==> src/rtl/bcd_7seg_scanner.sv <==
// Multiplexed 4-digit 7-segment driver. BCD results are captured on the ready pulse,
// applied only at frame boundaries, decoded with leading-zero blanking, and flagged if invalid.
module bcd_7seg_scanner #(
  parameter int CLK_DIV        = 50000,
  parameter bit BLANK_LEADING  = 1'b1,
  parameter bit SEG_ACTIVE_LOW = 1'b1
) (
  input  logic        clk,
  input  logic        rst_n,
  input  logic [15:0] bcd_in,
  input  logic        bcd_valid,
  input  logic        err_clr,
  output logic [6:0]  seg,
  output logic        dp,
  output logic [3:0]  an,
  output logic [15:0] disp_val,
  output logic        err
);

  localparam int             CW      = 21;
  localparam logic [CW-1:0]  LAST    = CW'(CLK_DIV - 1);
  localparam logic [6:0]     SEG_OFF = SEG_ACTIVE_LOW ? 7'h7F : 7'h00;

  logic [CW-1:0] count_q, count_d;
  logic [1:0]    idx_q, idx_d;
  logic [15:0]   shadow_q, shadow_d;
  logic [15:0]   frame_q, frame_d;
  logic [6:0]    seg_q, seg_d;
  logic [3:0]    an_q, an_d;
  logic          err_q, err_d;

  logic          tick;
  logic          bad_capture;
  logic [3:0]    nibble;
  logic          blank;
  logic [6:0]    seg_raw;
  logic          d3_z, d2_z, d1_z;

  always_comb begin
    tick     = (count_q == LAST);
    count_d  = tick ? '0 : count_q + CW'(1);
    idx_d    = tick ? idx_q + 2'd1 : idx_q;
    shadow_d = bcd_valid ? bcd_in : shadow_q;

    // A pulse landing on the wrap tick bypasses the shadow so the newest value wins.
    frame_d = frame_q;
    if (tick && idx_q == 2'd3) begin
      frame_d = bcd_valid ? bcd_in : shadow_q;
    end

    bad_capture = (bcd_in[15:12] > 4'd9) || (bcd_in[11:8] > 4'd9) ||
                  (bcd_in[7:4]   > 4'd9) || (bcd_in[3:0]  > 4'd9);
    if (bcd_valid && bad_capture) begin
      err_d = 1'b1;
    end else if (err_clr) begin
      err_d = 1'b0;
    end else begin
      err_d = err_q;
    end
  end

  always_comb begin
    nibble = frame_q[{idx_q, 2'b00} +: 4];
    case (nibble)
      4'd0:    seg_raw = 7'h3F;
      4'd1:    seg_raw = 7'h06;
      4'd2:    seg_raw = 7'h5B;
      4'd3:    seg_raw = 7'h4F;
      4'd4:    seg_raw = 7'h66;
      4'd5:    seg_raw = 7'h6D;
      4'd6:    seg_raw = 7'h7D;
      4'd7:    seg_raw = 7'h07;
      4'd8:    seg_raw = 7'h7F;
      4'd9:    seg_raw = 7'h6F;
      default: seg_raw = 7'h40;
    endcase

    // Invalid nibbles are non-zero, so they stop blanking like any other digit.
    d3_z  = (frame_q[15:12] == 4'd0);
    d2_z  = (frame_q[11:8]  == 4'd0);
    d1_z  = (frame_q[7:4]   == 4'd0);
    blank = 1'b0;
    if (BLANK_LEADING) begin
      case (idx_q)
        2'd3:    blank = d3_z;
        2'd2:    blank = d3_z && d2_z;
        2'd1:    blank = d3_z && d2_z && d1_z;
        default: blank = 1'b0;
      endcase
    end

    if (blank) begin
      seg_raw = 7'h00;
    end
    seg_d = SEG_ACTIVE_LOW ? ~seg_raw : seg_raw;
    an_d  = ~(4'b0001 << idx_q);
  end

  always_ff @(posedge clk or negedge rst_n) begin
    if (!rst_n) begin
      count_q  <= '0;
      idx_q    <= 2'd0;
      shadow_q <= 16'h0000;
      frame_q  <= 16'h0000;
      seg_q    <= SEG_OFF;
      an_q     <= 4'b1111;
      err_q    <= 1'b0;
    end else begin
      count_q  <= count_d;
      idx_q    <= idx_d;
      shadow_q <= shadow_d;
      frame_q  <= frame_d;
      seg_q    <= seg_d;
      an_q     <= an_d;
      err_q    <= err_d;
    end
  end

  assign seg      = seg_q;
  assign an       = an_q;
  assign disp_val = frame_q;
  assign err      = err_q;
  assign dp       = SEG_ACTIVE_LOW;

endmodule

==> config.mk <==
export PLATFORM = sky130hd
export DESIGN_NAME = bcd_7seg_scanner
export DESIGN_NICKNAME = d
export VERILOG_FILES = /design/src/rtl/bcd_7seg_scanner.sv
export SDC_FILE = /design/constraint.sdc
export NUM_CORES = 1
export LEC_CHECK = 0
export BUFFER_PORTS_ARGS = -buffer_cell sky130_fd_sc_hd__buf_4
export CAP_MARGIN = 20
export CORE_MARGIN = 2
export CORE_UTILIZATION = 40
export CTS_BUF_LIST = sky130_fd_sc_hd__clkbuf_8
export CTS_CLUSTER_DIAMETER = 40
export DETAILED_ROUTE_END_ITERATION = 12
export PLACE_DENSITY = 0.59
export SYNTH_ARGS = -nofsm -noshare
export SYNTH_HDL_FRONTEND = slang
export SYNTH_SLANG_ARGS = --single-unit
==> constraint.sdc <==
create_clock -name clk -period 2 [get_ports clk]
set_input_delay 0.3 -clock clk [delete_from_list [all_inputs] [get_ports clk]]
set_output_delay 0.3 -clock clk [all_outputs]
set_load 0.01 [all_outputs]
# == Word level (Yosys, flattened, before mapping) ==
# Memories as Yosys holds them, arrays and structs flattened.
# Cells that the tools add are included.
# word_totals
ff_bits,67
mem_bits_ro,112
inputBits,20
output_inout_bits,29
n_memories,1
# op_classes
n_addsub,2
order_cmp,4
n_eq_ne,4
shifts,2
muxes,6
bitwise_logic,2
reduce_logical,11
# mem_list
name,depth,width,rd,rd_clocked_by_memory_dff,wr,line_no,text
(name not given),16,7,1,0,0,64,case (nibble)
# ops
op,n
adder 21 x 1 -> 21 bit (second input constant),1
== test 21 x 16 -> 1 bit (second input constant),1
2-to-1 mux 21 bit,1
> comparator 4 bit (second input constant),4
2-to-1 mux 16 bit,1
variable part select 16 x 5 -> 4 bit,1
zero test 4 bit,3
2-to-1 mux 7 bit,1
NOT 7 bit,1
== test 2 bit (second input constant),2
logical AND 1 bit,4
NOT 4 bit,1
left shift 1 x 2 -> 4 bit (first input constant),1
logical OR 1 bit,3
one-hot mux 1 bit (3 select lines),1
adder 2 x 1 -> 2 bit (second input constant),1
== test 2 x 1 -> 1 bit (second input constant),1
2-to-1 mux 1 bit,2
nonzero test 2 bit,1

# == Logic depth before layout (Yosys ltp) ==
# Gate-level depths: netlist of run 1.
# depth
depth_word,6
mapped_depth,7

# == Worst setup path before layout of run 1 ==
# Ideal clock, no wire load.
# synth_path
kind,reg2reg
start,register count_q[0]
end,"register frame_q[10], in the netlist disp_val[10]"
setup_time_ns,0.125
t_arrival_ns,1.741
t_required_ns,1.875
path_slack_ns,0.135
path_stages_with_launch,7
path_buffers,1
period_less_slack_ns,1.865
path_cell_list,dfrtp_1 > ha_1 > and3_2 > nand4_2 > nor3_4 > buf_6 > mux2_2
# synth_between
elab_chain_cells,2
# synth_lines
element,line_no,text
from (decl),24,"logic [CW-1:0] count_q, count_d;"
from (signal assigned),109,count_q <= count_d;
== test 21 x 16 -> 1 bit,40,tick = (count_q == LAST);
logical AND 1 bit,47,if (tick && idx_q == 2'd3) begin
to (signal assigned),112,frame_q <= frame_d;
to (decl),27,"logic [15:0] frame_q, frame_d;"
# Every way passes these cells.
# A chain may end at the register's enable or synchronous reset.

# == Final worst setup path of run 1 ==
# layout_path
start,register count_q[0]
end,"register frame_q[6], in the netlist disp_val[6]"
# The elaborated chain is that of the path after synthesis.

==> flow_summary.json, run 1 <==
{
  "clockBufferDepth": 2,
  "vias": 1931,
  "timing.hold.ws_ps": 138,
  "rsz0062_at_grt": "no",
  "boundaryPins": 49,
  "powerDensity_nw_per_um2": 688,
  "start_util_pct": 41.5,
  "dp_hpwl_um": 4200,
  "worstPathMaxFanout": 16,
  "grt_pass1_wl_um": 10000,
  "synth_ff_type": "dfrtp_1",
  "areaGrowthSynthToFinish_pct": 22.6,
  "synth_enable_flop_cells": 0,
  "drc": 0,
  "finalWeightedCongestion": 0.752,
  "syn_nets": 267,
  "drt_pass1_iterations": 4,
  "cts.reportedPaths.clkPinSlew_ps": 70,
  "yosys_warnings": 0,
  "yosysUniqueCellTypes": 38,
  "fp.dieW_um": 90.9,
  "synth_top_area_share_pct": 46.4,
  "crit_arrival_ps": 2080,
  "cp-endpoint": "disp_val[6]$_DFFE_PN0P_",
  "cts_inserted_buffers": 9,
  "required_ps": 2230,
  "ys_ff_latch": 67,
  "drtIter0Drc": 49,
  "crit_start": "count_q[0]$_DFF_PN0_",
  "coreArea_um2": 7290,
  "num_rows": 31,
  "htreeDepth": 3,
  "path_class": "flop to flop",
  "final-setup-viol-count": 0,
  "syn_area_um2": 3020,
  "clock_skew_ps": 7.61,
  "grt_util_all_layers_pct": 15.3,
  "drv_cap": 0,
  "timing.rr.start": "count_q[0]$_DFF_PN0_",
  "period_needed_ps": 1860,
  "avgSynthCellArea_um2": 12.8,
  "dpl-instance-area_um2": 3520,
  "reg2reg_depth": 6,
  "fp.dieArea_um2": 8270,
  "ant_nets": 0,
  "numPortBuffers": 47,
  "hold_class": "input pin to flop",
  "fillers": 675,
  "synth_most_common_cell": "dfrtp_1",
  "yosysTopAreaCell": "dfrtp_1",
  "insertion_delay_ps": 340,
  "drive_above_1_share_pct": 40.3,
  "grt_overflow_total": 0,
  "p_leak_nw": 1.76,
  "reg2reg_slack_ps": 140,
  "fin_crit_sh_pct": 92.8,
  "setup_tns_ps": 0,
  "final_max_slew_viol_count": 0,
  "fin_nets": 325,
  "totalWireLength_um": 5750,
  "layout.area.seq_um2": 1690,
  "antenna_cells": 0,
  "grt_antenna_before_repair": 0,
  "worstSetupEndpointType": "flop",
  "startpoint_type": "flop",
  "syn_inst": 236,
  "synth_area_leaders": "dfrtp_1, mux2_2, dfstp_2",
  "clock-root-buffer": "clkbuf_8",
  "status": "completed",
  "routedWlPerCell_um": 14.5,
  "multi_input_area_um2": 1240,
  "postCtsSetupRepairBufs": 0,
  "fmax_mhz": 539,
  "synthTopCellsByCount": "dfrtp_1, mux2_2, nor2_1",
  "die_h_um": 90.9,
  "async_flop_share_pct": 100,
  "drt-vias-per-instance": 4.86,
  "grt_max_degree": 37,
  "hold_viol": 0,
  "ir_drop_v": 0.000337,
  "grt_pass1_vias": 2011,
  "yosysSeqAreaShare_pct": 55.9,
  "r2r-end": "disp_val[6]$_DFFE_PN0P_",
  "cts.sinks": 67,
  "final_area_um2": 3700,
  "cts_tree": "built"
}
[cells in the final DEF, fill, tap and decap left out, types with 4 or more instances in the layout]
master and instances:
a21oi_1 5, and3_1 4, buf_4 50, clkbuf_8 9
dfrtp_1 55, dfstp_2 11, ha_1 11, inv_1 16
mux2_2 33, mux4_2 4, nand2_1 8, nand3_1 10
nand4_1 5, nor2_1 15, o21ai_0 12, xnor2_1 12
xor2_1 7
[area by class of cell]
cell class / instances / area share, %
multi-input cells: 150 / 33.5
well taps: 99 / 3.34
clock inverters: 6 / 1.38
flip-flops and latches: 67 / 45.7
inverters: 13 / 1.32
clock buffers: 9 / 3.34
repair buffers: 53 / 11.5
[report_power, final]
group / switching [mW] / leakage (nW) / internal, mW
Combinational: 0.0623 / 0.813 / 0.0629
Clock: 0.477 / 0.103 / 0.551
Sequential: 0.00741 / 0.841 / 1.39
[flip-flops by register name, indices dropped and copies added, names as in the netlist]
register and cells:
shadow_q 16, an 4, err 1, idx_q 2, seg 7, count_q 21
disp_val 16
[routing by layer]
layer / GRT usage (%) / share of wire (%) / up-vias / wire length [um]
li1: - / - / 940 / -
met1: 21.0 / 47 / 942 / 2730
met2: 22.9 / 47 / 41 / 2680
met3: 4.32 / 4.3 / 8 / 246
met4: 6.19 / 1.6 / 0 / 93
met5: 0 / 0 / - / 0
[worst min path at each step]
stage	start	endpoint	depth (start not counted)	slack, ps
after floorplan	rst_n	count_q[0]$_DFF_PN0_	0	4
after global placement	rst_n	shadow_q[1]$_DFF_PN0_	1	260
after detailed placement	rst_n	shadow_q[1]$_DFF_PN0_	1	260
after CTS	err_clr	err$_DFFE_PN0P_	2	130
after global routing	err_clr	err$_DFFE_PN0P_	2	140
final	err_clr	err$_DFFE_PN0P_	2	140
[through the flow]
step                      cells  power (mW)  setup slack (ps)  util, %
final                       397        2.55               143     50.8
after global routing        397        2.67              15.7     50.8
after CTS                   397        2.60              91.9     50.8
after detailed placement    381        1.55               117     48.2
after global placement      381        1.55               134     48.2
after floorplan             236        1.47               135        -
[logic make-up after synthesis]
group / synth area share (%)
muxes: 15.9
buffers and inverters: 3.06
DFF: 55.9
AOI/OAI and AO/OA: 3.60
xor gates and xnor gates: 5.50
other: 0.124
adders and majority gates: 4.55
and+or+nand+nor: 11.3
[worst max-delay path: stages (launching register included)]
cell	delay, ps
dfrtp_1	380
ha_1	210
and3_2	250
nand4_2	150
nor3_4	240
buf_12	180
mux2_2	340
[timing repair]
item	4_1_cts	5_1_grt
hold buffers	1	0
gates resized for setup	0	1
endpoints found under the hold margin	21	0
setup endpoints to repair	0	2
(Power assumes the default switching activity.)
==> run 2, diff against run 1 <==
Settings changed: CTS_BUF_LIST sky130_fd_sc_hd__clkbuf_8 to not set.
==> flow_summary.json, run 2 (synthesis gave the netlist of run 1 again) <==
{
  "final_common_cell": "dfrtp_1",
  "cts.reportedPaths.clkPinSlew_ps": 70,
  "pre_cts_ws_ps": 117,
  "worstPathMaxFanout": 16,
  "p_leak_nw": 1.74,
  "fmax_mhz": 539,
  "hold_class": "input pin to flop",
  "totalWireLength_um": 5760,
  "insertion_delay_ps": 340,
  "status": "completed",
  "crit_arrival_ps": 2080,
  "powerDensity_nw_per_um2": 692,
  "drt_pass1_iterations": 4,
  "die_h_um": 90.9,
  "final_max_slew_viol_count": 0,
  "grt_pass1_vias": 2011,
  "antenna_cells": 0,
  "period_needed_ps": 1850,
  "boundaryPins": 49,
  "setup_tns_ps": 0,
  "fillers": 675,
  "cts_tree": "built",
  "required_ps": 2220,
  "largest_reg_flops": 21,
  "rsz0062_at_grt": "no",
  "dp_hpwl_um": 4200,
  "fin_nets": 325,
  "final-setup-viol-count": 0,
  "dpl-instance-area_um2": 3520,
  "fp.dieArea_um2": 8270,
  "htreeDepth": 3,
  "top_register": "count_q",
  "clock_skew_ps": 7.55,
  "critPathBufInv": 1,
  "num_rows": 31,
  "cts_inserted_buffers": 9,
  "routedWlPerCell_um": 14.5,
  "fin_crit_sh_pct": 92.7,
  "areaGrowthSynthToFinish_pct": 22.6,
  "startpoint_type": "flop",
  "final_cell_mix": "dfrtp_1, buf_4, mux2_2",
  "grt_antenna_before_repair": 0,
  "fp.dieW_um": 90.9,
  "worstSetupEndpointType": "flop",
  "path_class": "flop to flop",
  "drc": 0,
  "grt_util_all_layers_pct": 15.3,
  "drive_above_1_share_pct": 40.3,
  "hold_viol": 0,
  "fin_util_pct": 50.8,
  "ir_drop_v": 0.000338,
  "grt_pass1_wl_um": 10000,
  "crit_chain": "ha_1, and3_2, nand4_2, nor3_4, buf_12, mux2_2",
  "setup_slack_ps": 145,
  "start_util_pct": 41.5,
  "cpPeakStageDelay_ps": 380,
  "numPortBuffers": 47,
  "grt_max_degree": 37,
  "drv_cap": 0,
  "cts.sinks": 67,
  "drt-vias-per-instance": 4.90,
  "clock-root-buffer": "clkbuf_8",
  "crit_family": "simple AND/OR/NAND/NOR gates",
  "vias": 1946,
  "ant_nets": 0,
  "drtIter0Drc": 48,
  "fin_cells": 397,
  "postCtsSetupRepairBufs": 0,
  "place_inst": 381,
  "crit_slowest_cell": "dfrtp_1",
  "coreArea_um2": 7290,
  "final_area_um2": 3700,
  "clockBufferDepth": 2,
  "finalWeightedCongestion": 0.752,
  "grt_overflow_total": 0
}
==> run 2: cell count changes in the layout (fill, tap and decap cells not counted), sizes merged <==
cell	before	now
clkbuf	9	12
inv	16	13
==> run 2: layer usage <==
layer | global-route usage [%] | vias to the layer above | share of wire, %
met5 | 0 | - | 0
li1 | - | 938 | -
met2 | 22.9 | 44 | 47
met4 | 6.19 | 0 | 1.6
met3 | 4.32 | 7 | 4.5
met1 | 21.0 | 957 | 47
==> run 2: layout make-up <==
| class | instances | area (um^2) | share of cell area (%) |
|---|---|---|---|
| inverters | 13 | 48.8 | 1.32 |
| repair buffers | 53 | 425 | 11.5 |
| well taps | 99 | 124 | 3.34 |
| clock inverters | 3 | 40.0 | 1.08 |
| multi-input cells | 150 | 1240 | 33.5 |
| clock buffers | 12 | 135 | 3.65 |
| flip-flops and latches | 67 | 1690 | 45.7 |
==> run 2: worst paths after layout <==
path	cells after the start	slack (ps)	endpoint	from
setup reg to reg	6	150	disp_val[6]$_DFFE_PN0P_	count_q[0]$_DFF_PN0_
hold reg to reg	1	480	count_q[0]$_DFF_PN0_	count_q[0]$_DFF_PN0_
min in group asynchronous	2	430	shadow_q[1]$_DFF_PN0_	rst_n
max in group asynchronous	3	980	an[0]$_DFF_PN1_	rst_n
setup / recovery	6	150	disp_val[6]$_DFFE_PN0P_	count_q[0]$_DFF_PN0_
hold / removal	2	140	err$_DFFE_PN0P_	err_clr
==> run 2: stage by stage <==
step	power (mW)	hold WS (ps)
CTS	2.61	128
global route	2.68	135
global placement	1.55	264
detailed placement	1.55	265
floorplan	1.47	4.41
finish	2.57	139
==> run 2: repair_timing <==
| action | 4_1_cts | 5_1_grt |
|---|---|---|
| endpoints found under the setup margin | 0 | 2 |
| gates resized for setup | 0 | 1 |
| endpoints found under the hold margin | 21 | 0 |
| hold buffers | 1 | 0 |
==> run 2: power breakdown <==
group	internal, mW	total [mW]	switching, mW
Combinational	0.0629	0.125	0.0625
Clock	0.566	1.04	0.477
Sequential	1.39	1.40	0.00745
==> run 3, diff against run 2 <==
Settings changed: ABC_AREA set to 1, PLACE_DENSITY 0.59 to 0.58, SKIP_CTS_REPAIR_TIMING set to 1.
==> flow_summary.json, run 3 <==
{
  "status": "completed",
  "worstSetupEndpointType": "flop",
  "hold_viol": 0,
  "yosysTopAreaCell": "dfrtp_1",
  "synth_ff_type": "dfrtp_1",
  "totalWireLength_um": 7320,
  "yosys_warnings": 0,
  "drive_above_1_share_pct": 18.7,
  "grt_pass1_wl_um": 12700,
  "grt_max_degree": 41,
  "clockBufferDepth": 2,
  "synthTopCellsByCount": "nand2_1, dfrtp_1, inv_1",
  "top_register": "count_q",
  "ys_ff_latch": 67,
  "hold_class": "input pin to flop",
  "drt_pass1_iterations": 4,
  "synth_top_area_share_pct": 41.7,
  "yosysUniqueCellTypes": 27,
  "fin_crit_sh_pct": 90.2,
  "internal_power_mw": 1.88,
  "grt_antenna_before_repair": 0,
  "fp.dieW_um": 95.6,
  "clock-root-buffer": "clkbuf_8",
  "setup_tns_ps": 0,
  "combPwrFrac_pct": 4.9,
  "critPathMostFrequentCell": "nand3_1",
  "synth-xor-area-share_pct": 2.87,
  "crit_arrival_ps": 2070,
  "die_h_um": 95.6,
  "ir_drop_v": 0.000251,
  "required_ps": 2270,
  "cts.reportedPaths.clkPinSlew_ps": 70,
  "fin_nets": 497,
  "synth_area_leaders": "dfrtp_1, nand2_1, dfstp_2",
  "numPortBuffers": 47,
  "grt_overflow_total": 0,
  "fillers": 819,
  "cpPeakStageDelay_ps": 440,
  "path_class": "flop to flop",
  "rsz0062_at_grt": "no",
  "fmax_mhz": 554,
  "vias": 2699,
  "clkPwrFrac_pct": 38.5,
  "coreArea_um2": 8180,
  "seqPwrFrac_pct": 56.6,
  "startpoint_type": "flop",
  "final_cell_mix": "nand2_1, dfrtp_1, inv_1",
  "syn_nets": 443,
  "avgSynthCellArea_um2": 8.15,
  "powerDensity_nw_per_um2": 615,
  "synthAdderAreaFrac_pct": 4.10,
  "syn_area_um2": 3360,
  "largest_reg_flops": 21,
  "yosysSeqAreaShare_pct": 50.4,
  "drc": 0,
  "p_sw_share_pct": 23.8,
  "grt_pass1_vias": 2603,
  "routedWlPerCell_um": 12.7,
  "p_total_mw": 2.46,
  "clock_skew_ps": 10.0,
  "synth_mux_area_share_pct": 0,
  "period_needed_ps": 1800,
  "p_leak_nw": 2.04,
  "final_max_slew_viol_count": 0,
  "final-setup-viol-count": 0,
  "synth_compound_area_share_pct": 3.54,
  "fp.dieArea_um2": 9140,
  "drt-vias-per-instance": 4.69,
  "drtIter0Drc": 117,
  "areaGrowthSynthToFinish_pct": 19.3,
  "p_switching_mw": 0.587,
  "async_flop_share_pct": 100,
  "crit_slowest_cell": "dfrtp_1",
  "synth_most_common_cell": "nand2_1",
  "yosys.area_share.simple_pct": 30.9,
  "boundaryPins": 49,
  "htreeDepth": 3,
  "drv_cap": 0,
  "num_rows": 33,
  "worstPathMaxFanout": 8,
  "start_util_pct": 41.1,
  "synth_enable_flop_cells": 0,
  "final_common_cell": "nand2_1",
  "dp_hpwl_um": 5500,
  "grt_util_all_layers_pct": 18.1,
  "cts_inserted_buffers": 9,
  "cts.sinks": 67,
  "cts_tree": "built",
  "ant_nets": 0,
  "syn_inst": 412,
  "antenna_cells": 0,
  "insertion_delay_ps": 340,
  "crit_chain": "inv_1, a21oi_1, a32oi_1, inv_1, ha_1, nand3_1, nand3_1, nand3_1",
  "finalWeightedCongestion": 0.826,
  "synth_top_family_by_area": "simple AND/OR/NAND/NOR gates"
}
==> run 3: cell types whose count changed in the layout (fill, tap and decap cells not counted), moves of 4 or more <==
cell	previous run	this run
inv_1	13	54
and3_1	4	0
xnor2_1	12	1
mux4_2	4	0
nand3_1	10	29
nand4_1	5	19
a21oi_1	5	1
o21ai_0	12	21
nand2_1	8	131
mux2_2	33	0
nor2_1	15	41
==> run 3: final timing paths <==
kind | start | end | slack, ps | cells past startpoint
worst min register to register | count_q[5]$_DFF_PN0_ | count_q[5]$_DFF_PN0_ | 520 | 1
worst max-delay path | idx_q[1]$_DFFE_PN0N_ | seg[3]$_DFF_PN1_ | 200 | 8
max in group asynchronous | rst_n | an[3]$_DFF_PN1_ | 1020 | 3
worst min-delay path | err_clr | err$_DFFE_PN0P_ | 130 | 2
min in group asynchronous | rst_n | count_q[4]$_DFF_PN0_ | 430 | 2
worst max register to register | idx_q[1]$_DFFE_PN0N_ | seg[3]$_DFF_PN1_ | 200 | 8
==> run 3: through the flow <==
| step | util (%) | setup slack [ps] | hold slack, ps | cells | instance area [um^2] |
|---|---|---|---|---|---|
| after CTS | 48.9 | 195 | -120 | 575 | 4000 |
| final | 49.0 | 196 | 133 | 576 | 4010 |
| after global routing | 49.0 | 41.7 | 157 | 576 | 4010 |
| after global placement | 46.9 | 282 | 248 | 559 | 3830 |
| after detailed placement | 46.9 | 192 | 251 | 559 | 3830 |
| after floorplan | - | 281 | 4.41 | 412 | 3360 |
==> run 3: worst max-delay path, delay by kind of cell (launching register included) <==
family | cells | cell delay [ps]
AOI/OAI and AO/OA | 2 | 370
adders and majority gates | 1 | 300
buffers and inverters | 2 | 360
DFF | 1 | 440
and+or+nand+nor | 3 | 260
==> run 3: final cells by class <==
cell class | instances | area (um^2) | share of cell area, %
well taps | 105 | 131 | 3.28
clock buffers | 11 | 131 | 3.28
inverters | 57 | 214 | 5.34
multi-input cells | 278 | 1400 | 34.8
repair buffers | 53 | 413 | 10.3
clock inverters | 5 | 30.0 | 0.750
flip-flops and latches | 67 | 1690 | 42.2
==> run 3: power groups by stage <==
stage                     sequential [mW]  clock, mW  combinational [mW]
after CTS                            1.39      0.983               0.122
after detailed placement             1.42          0               0.122
after global placement               1.42          0               0.121
after global routing                 1.40       1.05               0.142
after floorplan                      1.42          0              0.0428
final                                1.39      0.948               0.120
==> run 3: per-layer routing <==
layer | up-vias | GRT usage, % | wire [um]
met1 | 1242 | 26.3 | 3710
met2 | 43 | 26.9 | 3270
met5 | - | 0 | 0
li1 | 1404 | - | -
met4 | 0 | 7.50 | 130
met3 | 10 | 2.92 | 213
==> run 3: kinds of logic (layout without fill, tap and decap cells) <==
kind of cell,Yosys count,after routing
AO/OA/AOI/OAI,23,23
XOR/XNOR,11,11
adder cells (fa/ha/maj),11,11
buffers and inverters,67,126
flip-flops,67,67
other,1,1
AND/OR/NAND/NOR,232,232
